--- config.mk ---
export PLATFORM = sky130hd
export DESIGN_NAME = switch_debouncer
export DESIGN_NICKNAME = d
export VERILOG_FILES = /design/src/rtl/switch_debouncer.sv
export SDC_FILE = /design/constraint.sdc
export NUM_CORES = 1
export LEC_CHECK = 0
export CORE_MARGIN = 4
export CORE_UTILIZATION = 52
export CTS_CLUSTER_SIZE = 25
export DETAILED_ROUTE_END_ITERATION = 10
export GPL_TIMING_DRIVEN = 0
export PLACE_DENSITY = 0.82
export REMOVE_ABC_BUFFERS = 1
export SLEW_MARGIN = 10
export SYNTH_ARGS = -nofsm -noshare
export SYNTH_HDL_FRONTEND = slang
export SYNTH_SLANG_ARGS = --single-unit
--- constraint.sdc ---
create_clock -name clk -period 3.15 [get_ports clk]
set_input_delay 0.7875 -clock clk [delete_from_list [all_inputs] [get_ports clk]]
set_output_delay 0.7875 -clock clk [all_outputs]
set_load 0.03 [all_outputs]
--- src/rtl/switch_debouncer.sv ---
// switch_debouncer: conditions raw pad inputs before they reach the GPI din bus.
// Each bit passes through a synchroniser and a two-state debounce FSM. The FSM
// accepts a new level only after it has been held stable for DB_TICKS cycles.
// Registered rise/fall pulses mark each accepted transition.
module switch_debouncer #(
  parameter int           W           = 8,
  parameter int           SYNC_STAGES = 2,
  parameter int           DB_TICKS    = 2000000,
  parameter logic [W-1:0] RESET_VAL   = '0
) (
  input  logic         clk,
  input  logic         reset,
  input  logic [W-1:0] raw_in,
  output logic [W-1:0] db_out,
  output logic [W-1:0] rise,
  output logic [W-1:0] fall,
  output logic         busy
);

  // Counter holds 0..DB_TICKS-1, so it never needs to wrap.
  localparam int            CW       = (DB_TICKS > 2) ? $clog2(DB_TICKS) : 1;
  localparam logic [CW-1:0] CNT_LAST = CW'(DB_TICKS - 1);
  localparam logic [CW-1:0] CNT_ONE  = CW'(1'b1);

  typedef enum logic {
    ST_STABLE  = 1'b0,
    ST_PENDING = 1'b1
  } db_state_e;

  logic [W-1:0]  sync_r    [SYNC_STAGES];
  logic [W-1:0]  s_s;

  db_state_e     state_r   [W];
  db_state_e     state_nxt [W];
  logic [CW-1:0] cnt_r     [W];
  logic [CW-1:0] cnt_nxt   [W];

  logic [W-1:0]  db_r;
  logic [W-1:0]  rise_r;
  logic [W-1:0]  fall_r;
  logic          busy_r;

  logic [W-1:0]  accept_s;
  logic [W-1:0]  db_nxt;
  logic [W-1:0]  rise_nxt;
  logic [W-1:0]  fall_nxt;
  logic [W-1:0]  pend_nxt;

  // Shift the asynchronous pads through the synchroniser chain.
  always_ff @(posedge clk or negedge reset) begin
    if (!reset) begin
      for (int k = 0; k < SYNC_STAGES; k++) begin
        sync_r[k] <= '0;
      end
    end else begin
      sync_r[0] <= raw_in;
      for (int k = 1; k < SYNC_STAGES; k++) begin
        sync_r[k] <= sync_r[k-1];
      end
    end
  end

  assign s_s = sync_r[SYNC_STAGES-1];

  // State register: per-bit FSM state, counters and the registered outputs.
  always_ff @(posedge clk or negedge reset) begin
    if (!reset) begin
      for (int i = 0; i < W; i++) begin
        state_r[i] <= ST_STABLE;
        cnt_r[i]   <= '0;
      end
      db_r   <= RESET_VAL;
      rise_r <= '0;
      fall_r <= '0;
      busy_r <= 1'b0;
    end else begin
      for (int i = 0; i < W; i++) begin
        state_r[i] <= state_nxt[i];
        cnt_r[i]   <= cnt_nxt[i];
      end
      db_r   <= db_nxt;
      rise_r <= rise_nxt;
      fall_r <= fall_nxt;
      busy_r <= |pend_nxt;
    end
  end

  // Next-state logic: start, extend, abandon or complete a pending change.
  always_comb begin
    for (int i = 0; i < W; i++) begin
      state_nxt[i] = state_r[i];
      cnt_nxt[i]   = cnt_r[i];
      case (state_r[i])
        ST_STABLE: begin
          if (s_s[i] != db_r[i]) begin
            state_nxt[i] = ST_PENDING;
            cnt_nxt[i]   = CNT_ONE;
          end else begin
            state_nxt[i] = ST_STABLE;
            cnt_nxt[i]   = '0;
          end
        end
        ST_PENDING: begin
          if (s_s[i] == db_r[i]) begin
            // Bounced back before the hold time: discard the count.
            state_nxt[i] = ST_STABLE;
            cnt_nxt[i]   = '0;
          end else if (cnt_r[i] == CNT_LAST) begin
            state_nxt[i] = ST_STABLE;
            cnt_nxt[i]   = '0;
          end else begin
            state_nxt[i] = ST_PENDING;
            cnt_nxt[i]   = cnt_r[i] + CNT_ONE;
          end
        end
        default: begin
          state_nxt[i] = ST_STABLE;
          cnt_nxt[i]   = '0;
        end
      endcase
    end
  end

  // Output logic: commit accepted levels, generate edge pulses and busy.
  always_comb begin
    accept_s = '0;
    db_nxt   = db_r;
    rise_nxt = '0;
    fall_nxt = '0;
    pend_nxt = '0;
    for (int i = 0; i < W; i++) begin
      accept_s[i] = (state_r[i] == ST_PENDING) && (s_s[i] != db_r[i]) &&
                    (cnt_r[i] == CNT_LAST);
      if (accept_s[i]) begin
        db_nxt[i]   = s_s[i];
        rise_nxt[i] = s_s[i];
        fall_nxt[i] = ~s_s[i];
      end else begin
        db_nxt[i]   = db_r[i];
        rise_nxt[i] = 1'b0;
        fall_nxt[i] = 1'b0;
      end
      pend_nxt[i] = (state_nxt[i] == ST_PENDING);
    end
  end

  assign db_out = db_r;
  assign rise   = rise_r;
  assign fall   = fall_r;
  assign busy   = busy_r;

endmodule

==> results.py, run 1 <==
metrics = {
    "power": {
        "p_seq_share_pct": 49.7,
        "switching_power_mw": 1.20,
        "power_frac_comb_pct": 2.8,
        "p_int_mw": 4.52,
        "total_leakage_power_nw": 4.70,
        "sw_frac_of_total_pct": 20.9,
        "power_per_cell_area_nw_per_um2": 506,
        "power.share.clock_pct": 47.5,
        "ir_drop_v": 0.000396,
    },
    "critical_path": {
        "cp.depth": 5,
        "slowest_delay_ns": 0.59,
        "crit_path_start_kind": "flip-flop",
        "rr_endpoint": "cnt_r[139]$_DFF_PN0_",
        "reg2regPathDepth": 5,
        "crit_buf_inv": 0,
        "crit_required_ns": 3.50,
        "arrival_ns": 2.85,
        "r2r-start": "cnt_r[139]$_DFF_PN0_",
        "crit_slowest_cell": "nand3b_1",
        "crit_type": "reg -> reg",
        "critPathTopFamily": "simple AND/OR/NAND/NOR gates",
        "crit_fanout": 20,
        "crit_chain": "or4b_1 -> nor4_1 -> and2_1 -> nand3b_1 -> nor2_1",
        "endpoint_kind": "flip-flop",
        "reg2reg_slack_ns": 0.64,
    },
    "sta": {
        "setup_viol": 0,
        "max_clock_freq_mhz": 399,
        "period_share_pct": 79.5,
        "slew_headroom_pct": 44.0,
        "hold_violations": 0,
        "rsz0062_at_grt": "no",
        "finalClockSkew_ns": 0.00957,
        "final_max_slew_viol_count": 0,
        "period_needed_ns": 2.51,
        "max_slew.worst_pin.slew_ns": 0.832,
        "holdWs_ns": 0.101,
    },
    "die": {
        "std_cell_rows": 50,
        "initial_core_util_pct": 52.8,
        "core_area_um2": 18700,
        "die_y_um": 146,
        "ioPinCount": 35,
        "die_x_um": 146,
        "die_area_um2": 21300,
    },
    "cts": {
        "cts_tree": "yes",
        "hold_buffers": 0,
        "insertion_delay_ns": 0.50,
        "cts.clk_slew.worst_paths_ns": 0.06,
        "htreeDepth": 1,
        "cts_buffers": 24,
        "cts-root-buf": "clkbuf_16",
        "cts.sinks": 217,
        "cts_setup_buffers": 0,
        "cts_buffer_depth": 3,
        "cts_resized": 0,
    },
    "routing": {
        "drc": 0,
        "wl_met2_mm": 9.13,
        "top_layer_used": "met4",
        "wirelength_mm": 18.4,
        "ant_nets": 0,
        "vias": 6926,
        "wl_met3_um": 745,
        "drt_iter0_markers": 476,
        "routedWlPerCell_um": 14.5,
        "wl_met1_mm": 8.18,
        "dr.pass1.iters": 5,
        "via_per_inst": 5.47,
    },
    "final_layout": {
        "diodes": 0,
        "synthToLayoutAreaGrowth_pct": 14.7,
        "drive_gt1_share_pct": 5.91,
        "fin_cells": 1267,
        "fin_nets": 1036,
    },
    "synth": {
        "synth_area_leaders": "dfrtp_1 55%, xor2_1 8.3%, nor2_1 7.6%",
        "syn_area_um2": 9870,
        "ys.flop_type": "dfrtp_1",
        "avgSynthCellArea_um2": 10.2,
        "ys_top_cells_by_count": "217 x dfrtp_1, 199 x nor2_1, 93 x xor2_1",
        "async_flop_share_pct": 100,
        "ys_types": 38,
        "yosys.area.top_type": "dfrtp_1",
        "yosys_warnings": 0,
        "synth.ff_latch_count": 217,
        "synth_seq_area_share_pct": 55.0,
        "yosysMostFrequentCell": "dfrtp_1",
        "yosysTopAreaCellShare_pct": 55.0,
        "synth_edf_count": 0,
        "syn_inst": 971,
    },
    "global_routing": {
        "grt_max_degree": 102,
        "grt_pass1_vias": 6939,
        "grt_usage_pct": 17.6,
        "grt_first_pass_wirelength_mm": 32.4,
        "globalRouteOverflowTotal": 0,
        "antenna_found_initial": 0,
    },
    "placed_design": {
        "place_inst": 1226,
        "place.gp.congestion": 0.803,
        "hpwl_mm": 11.9,
        "port-buffer-count": 34,
    },
    "hold_path": {
        "hold_class": "in -> async",
    },
    "job": {
        "drv_cap": 0,
    },
    "run_status": {
        "run_status": "complete, no violations",
    },
}
## power by group through the flow
stage	Combinational [mW]	Sequential, mW	Clock, mW
floorplan	0.0605	2.89	0
global placement	0.145	2.90	0
global route	0.184	2.85	2.91
detailed placement	0.163	2.89	0
CTS	0.164	2.85	2.79
finish	0.158	2.85	2.72
## flip-flops by register name (all words and copies together), names as in the netlist
signal / cells
cnt_r: 168
db_out: 8
fall: 8
rise: 8
s_s: 8
state_r: 8
sync_r: 8
busy: 1
## cells in the final DEF (no fill, tap or decap), drive strengths merged, types with 9 or more instances in the layout
| cell | n |
|---|---|
| nand2 | 53 |
| dfrtp | 217 |
| and3 | 22 |
| inv | 36 |
| nor4 | 16 |
| nand4 | 45 |
| xor2 | 93 |
| clkbuf | 35 |
| nor3 | 17 |
| nor2 | 199 |
| and4 | 18 |
| xnor2 | 62 |
| and2 | 14 |
| nand3 | 66 |
| o21ai | 15 |
| buf | 9 |
| clkdlybuf4s50 | 33 |
## metrics by stage
stage | worst slack [ns] | utilization, % | total power [mW] | instance area (um^2) | TNS, ns
2_1_floorplan | 0.812 | - | 2.95 | 9790 | 0
3_3_place_gp | -7.78 | 55.7 | 3.04 | 10400 | -1684.21
3_5_place_dp | 0.699 | 56.3 | 3.06 | 10500 | 0
4_1_cts | 0.639 | 60.5 | 5.80 | 11300 | 0
5_1_grt | 0.472 | 60.5 | 5.95 | 11300 | 0
6_report | 0.644 | 60.5 | 5.72 | 11300 | 0
## area by class of cell
class | count | area [um^2]
Clock buffer | 35 | 723
Clock inverter | 6 | 55.1
Fill cell | 1483 | 7390
Inverter | 36 | 135
Multi-Input combinational cell | 697 | 4220
Sequential cell | 217 | 5430
Tap cell | 234 | 293
Timing Repair Buffer | 42 | 457
## how the worst max path moves through the flow
stage                               from                   end  slack (ns)
CTS                 cnt_r[139]$_DFF_PN0_  cnt_r[139]$_DFF_PN0_        0.64
global placement                   reset   cnt_r[28]$_DFF_PN0_       -7.78
detailed placement    cnt_r[0]$_DFF_PN0_    cnt_r[2]$_DFF_PN0_        0.70
finish              cnt_r[139]$_DFF_PN0_  cnt_r[139]$_DFF_PN0_        0.64
floorplan             cnt_r[0]$_DFF_PN0_   cnt_r[10]$_DFF_PN0_        0.81
global route        cnt_r[139]$_DFF_PN0_  cnt_r[139]$_DFF_PN0_        0.47
## routing by layer
layer | track usage, % | vias up
met3 | 2.71 | 33
li1 | - | 3377
met5 | 0 | -
met4 | 5.37 | 0
met2 | 29.6 | 131
met1 | 23.8 | 3385
## kinds of logic (layout without fill, tap and decap cells)
kind of cell,after synthesis,after routing,synth area share (%)
AOI/OAI and AO/OA,31,31,1.86
xor gates and xnor gates,155,155,13.8
adders and majority gates,8,8,1.01
buffers and inverters,57,119,2.19
DFF,217,217,55.0
muxes,8,8,0.913
and+or+nand+nor,495,495,25.3
No activity file was read; power rests on OpenSTA's default activity.
==> run 2: changes to the inputs <==
==> constraint.sdc (replaced) <==
create_clock -name clk -period 2.45 [get_ports clk]
set_input_delay 0.6125 -clock clk [delete_from_list [all_inputs] [get_ports clk]]
set_output_delay 0.6125 -clock clk [all_outputs]
set_load 0.03 [all_outputs]
==> results.py, run 2 (synthesis results as in run 1) <==
metrics = {
    "power": {
        "switching_power_mw": 1.54,
        "power_per_cell_area_nw_per_um2": 647,
        "power_frac_comb_pct": 2.9,
        "sw_frac_of_total_pct": 20.9,
        "p_int_mw": 5.82,
        "power.share.clock_pct": 47.4,
        "total_leakage_power_nw": 4.73,
        "ir_drop_v": 0.000508,
        "p_seq_share_pct": 49.7,
    },
    "critical_path": {
        "rr_endpoint": "busy$_DFF_PN0_",
        "crit_buf_inv": 0,
        "crit_fanout": 4,
        "cp.depth": 6,
        "arrival_ns": 2.76,
        "crit_path_start_kind": "flip-flop",
        "crit_slowest_cell": "or4b_4",
        "setup.worst_path.start": "cnt_r[0]$_DFF_PN0_",
        "crit_path_end": "busy$_DFF_PN0_",
        "reg2reg_slack_ns": 0.06,
        "crit_chain": "ha_2 -> nand4_2 -> or4b_4 -> o21ai_2 -> nand4b_1 -> or4b_4",
        "r2r-start": "cnt_r[0]$_DFF_PN0_",
        "slowest_delay_ns": 0.59,
        "reg2regPathDepth": 6,
        "crit_required_ns": 2.82,
        "critPathTopFamily": "simple AND/OR/NAND/NOR gates",
        "endpoint_kind": "flip-flop",
        "crit_type": "reg -> reg",
        "crit_top_cell": "or4b_4",
    },
    "cts": {
        "cts.clk_slew.worst_paths_ns": 0.06,
        "insertion_delay_ns": 0.50,
        "cts-root-buf": "clkbuf_16",
        "cts_tree": "yes",
        "cts_buffers": 24,
        "cts_buffer_depth": 3,
        "cts.sinks": 217,
        "htreeDepth": 1,
    },
    "placed_design": {
        "placed_area_um2": 10500,
        "dp_slack_ns": -0.00132,
        "place.gp.congestion": 0.803,
        "place_inst": 1226,
        "hpwl_mm": 11.9,
        "port-buffer-count": 34,
    },
    "die": {
        "initial_core_util_pct": 52.8,
        "die_area_um2": 21300,
        "std_cell_rows": 50,
        "core_area_um2": 18700,
        "die_x_um": 146,
        "ioPinCount": 35,
        "die_y_um": 146,
    },
    "routing": {
        "ant_nets": 0,
        "dr.pass1.iters": 5,
        "via_per_inst": 5.45,
        "routedWlPerCell_um": 14.6,
        "drt_iter0_markers": 436,
        "vias": 6939,
        "drc": 0,
        "wirelength_mm": 18.6,
    },
    "sta": {
        "rsz0062_at_grt": "no",
        "setup_viol": 0,
        "holdWs_ns": 0.347,
        "finalClockSkew_ns": 0.00879,
        "max_clock_freq_mhz": 418,
        "slew_headroom_pct": 43.0,
        "hold_violations": 0,
        "max_slew.worst_pin.slew_ns": 0.847,
        "final_max_slew_viol_count": 0,
        "fin_ws_ns": 0.0588,
        "period_share_pct": 97.6,
        "period_needed_ns": 2.39,
    },
    "hold_path": {
        "hold_class": "reg -> reg",
    },
    "global_routing": {
        "grt_first_pass_wirelength_mm": 32.6,
        "grt_pass1_vias": 6977,
        "grt_usage_pct": 17.8,
        "grt_max_degree": 102,
        "globalRouteOverflowTotal": 0,
        "antenna_found_initial": 0,
    },
    "final_layout": {
        "fin_nets": 1043,
        "fin_cells": 1274,
        "synthToLayoutAreaGrowth_pct": 15.4,
        "largest_reg_flops": 168,
        "final_common_cell": "dfrtp_1",
        "final_cell_area_um2": 11400,
        "final_cell_mix": "217 x dfrtp_1, 199 x nor2_1, 93 x xor2_1, 66 x nand3_1, 62 x xnor2_1",
        "drive_gt1_share_pct": 6.73,
        "regMostFlops": "cnt_r",
        "diodes": 0,
    },
    "job": {
        "drv_cap": 0,
    },
    "run_status": {
        "run_status": "complete, no violations",
    },
}
-- run 2: changes by cell type in the layout (fill, tap and decap cells not counted), sizes merged --
cell,delta
nand3b,+1
buf,+5
dlygate4sd3,+1
-- run 2: worst min-delay path by stage --
stage / depth (start not counted) / from / endpoint / slack (ns)
after floorplan: 0 / reset / busy$_DFF_PN0_ / 0.32
after global placement: 0 / sync_r[12]$_DFF_PN0_ / s_s[4]$_DFF_PN0_ / 0.33
after detailed placement: 0 / sync_r[10]$_DFF_PN0_ / s_s[2]$_DFF_PN0_ / 0.34
after CTS: 0 / sync_r[10]$_DFF_PN0_ / s_s[2]$_DFF_PN0_ / 0.35
after global routing: 0 / sync_r[10]$_DFF_PN0_ / s_s[2]$_DFF_PN0_ / 0.36
final: 0 / sync_r[10]$_DFF_PN0_ / s_s[2]$_DFF_PN0_ / 0.35
-- run 2: worst register-to-register path, delay by kind of cell, from the launching register on --
kind	cells	cell delay, ns
fa+ha+maj	1	0.23
flops	1	0.40
simple gates	4	1.47
compound gates	1	0.16
-- run 2: per-stage QoR --
| step | setup TNS (ns) | utilization [%] | power, mW |
|---|---|---|---|
| final | 0 | 60.9 | 7.37 |
| after global routing | 0 | 60.9 | 7.66 |
| after detailed placement | -0.00132 | 56.3 | 3.93 |
| after CTS | 0 | 60.7 | 7.46 |
| after global placement | -1810.89 | 55.7 | 3.91 |
| after floorplan | 0 | - | 3.79 |
-- run 2: repair_timing --
item,CTS,global route
setup buffers,1,4
hold endpoints to repair,19,0
cloned,1,0
hold buffers,1,0
endpoints found under the setup margin,20,15
gates resized for setup,2,4
pin swaps,1,1
-- run 2: area by class of cell --
cell class                 instances  area (um^2)
clock buffer                      35          723
clock inverter                     6         55.1
fill                            1476         7320
inverter                          36          135
multi-input combinational        698         4250
sequential                       217         5430
tap                              234          293
timing repair buffer              48          504
-- run 2: power groups by stage --
| stage | Combinational, mW | Clock (mW) | Sequential (mW) |
|---|---|---|---|
| 2_1_floorplan | 0.0778 | 0 | 3.71 |
| 3_3_place_gp | 0.187 | 0 | 3.72 |
| 3_5_place_dp | 0.210 | 0 | 3.72 |
| 4_1_cts | 0.216 | 3.58 | 3.66 |
| 5_1_grt | 0.248 | 3.75 | 3.66 |
| 6_report | 0.214 | 3.49 | 3.66 |
-- run 2: routing by layer --
metal  part of all wire (%)  vias to the layer above  wire [um]  track usage, %
li1                       -                     3398          -               -
met1                     45                     3409       8390            24.0
met2                     49                       99       9200            29.8
met3                    3.2                       33        595            2.62
met4                    2.2                        0        410            5.41
met5                      0                        -          0               0
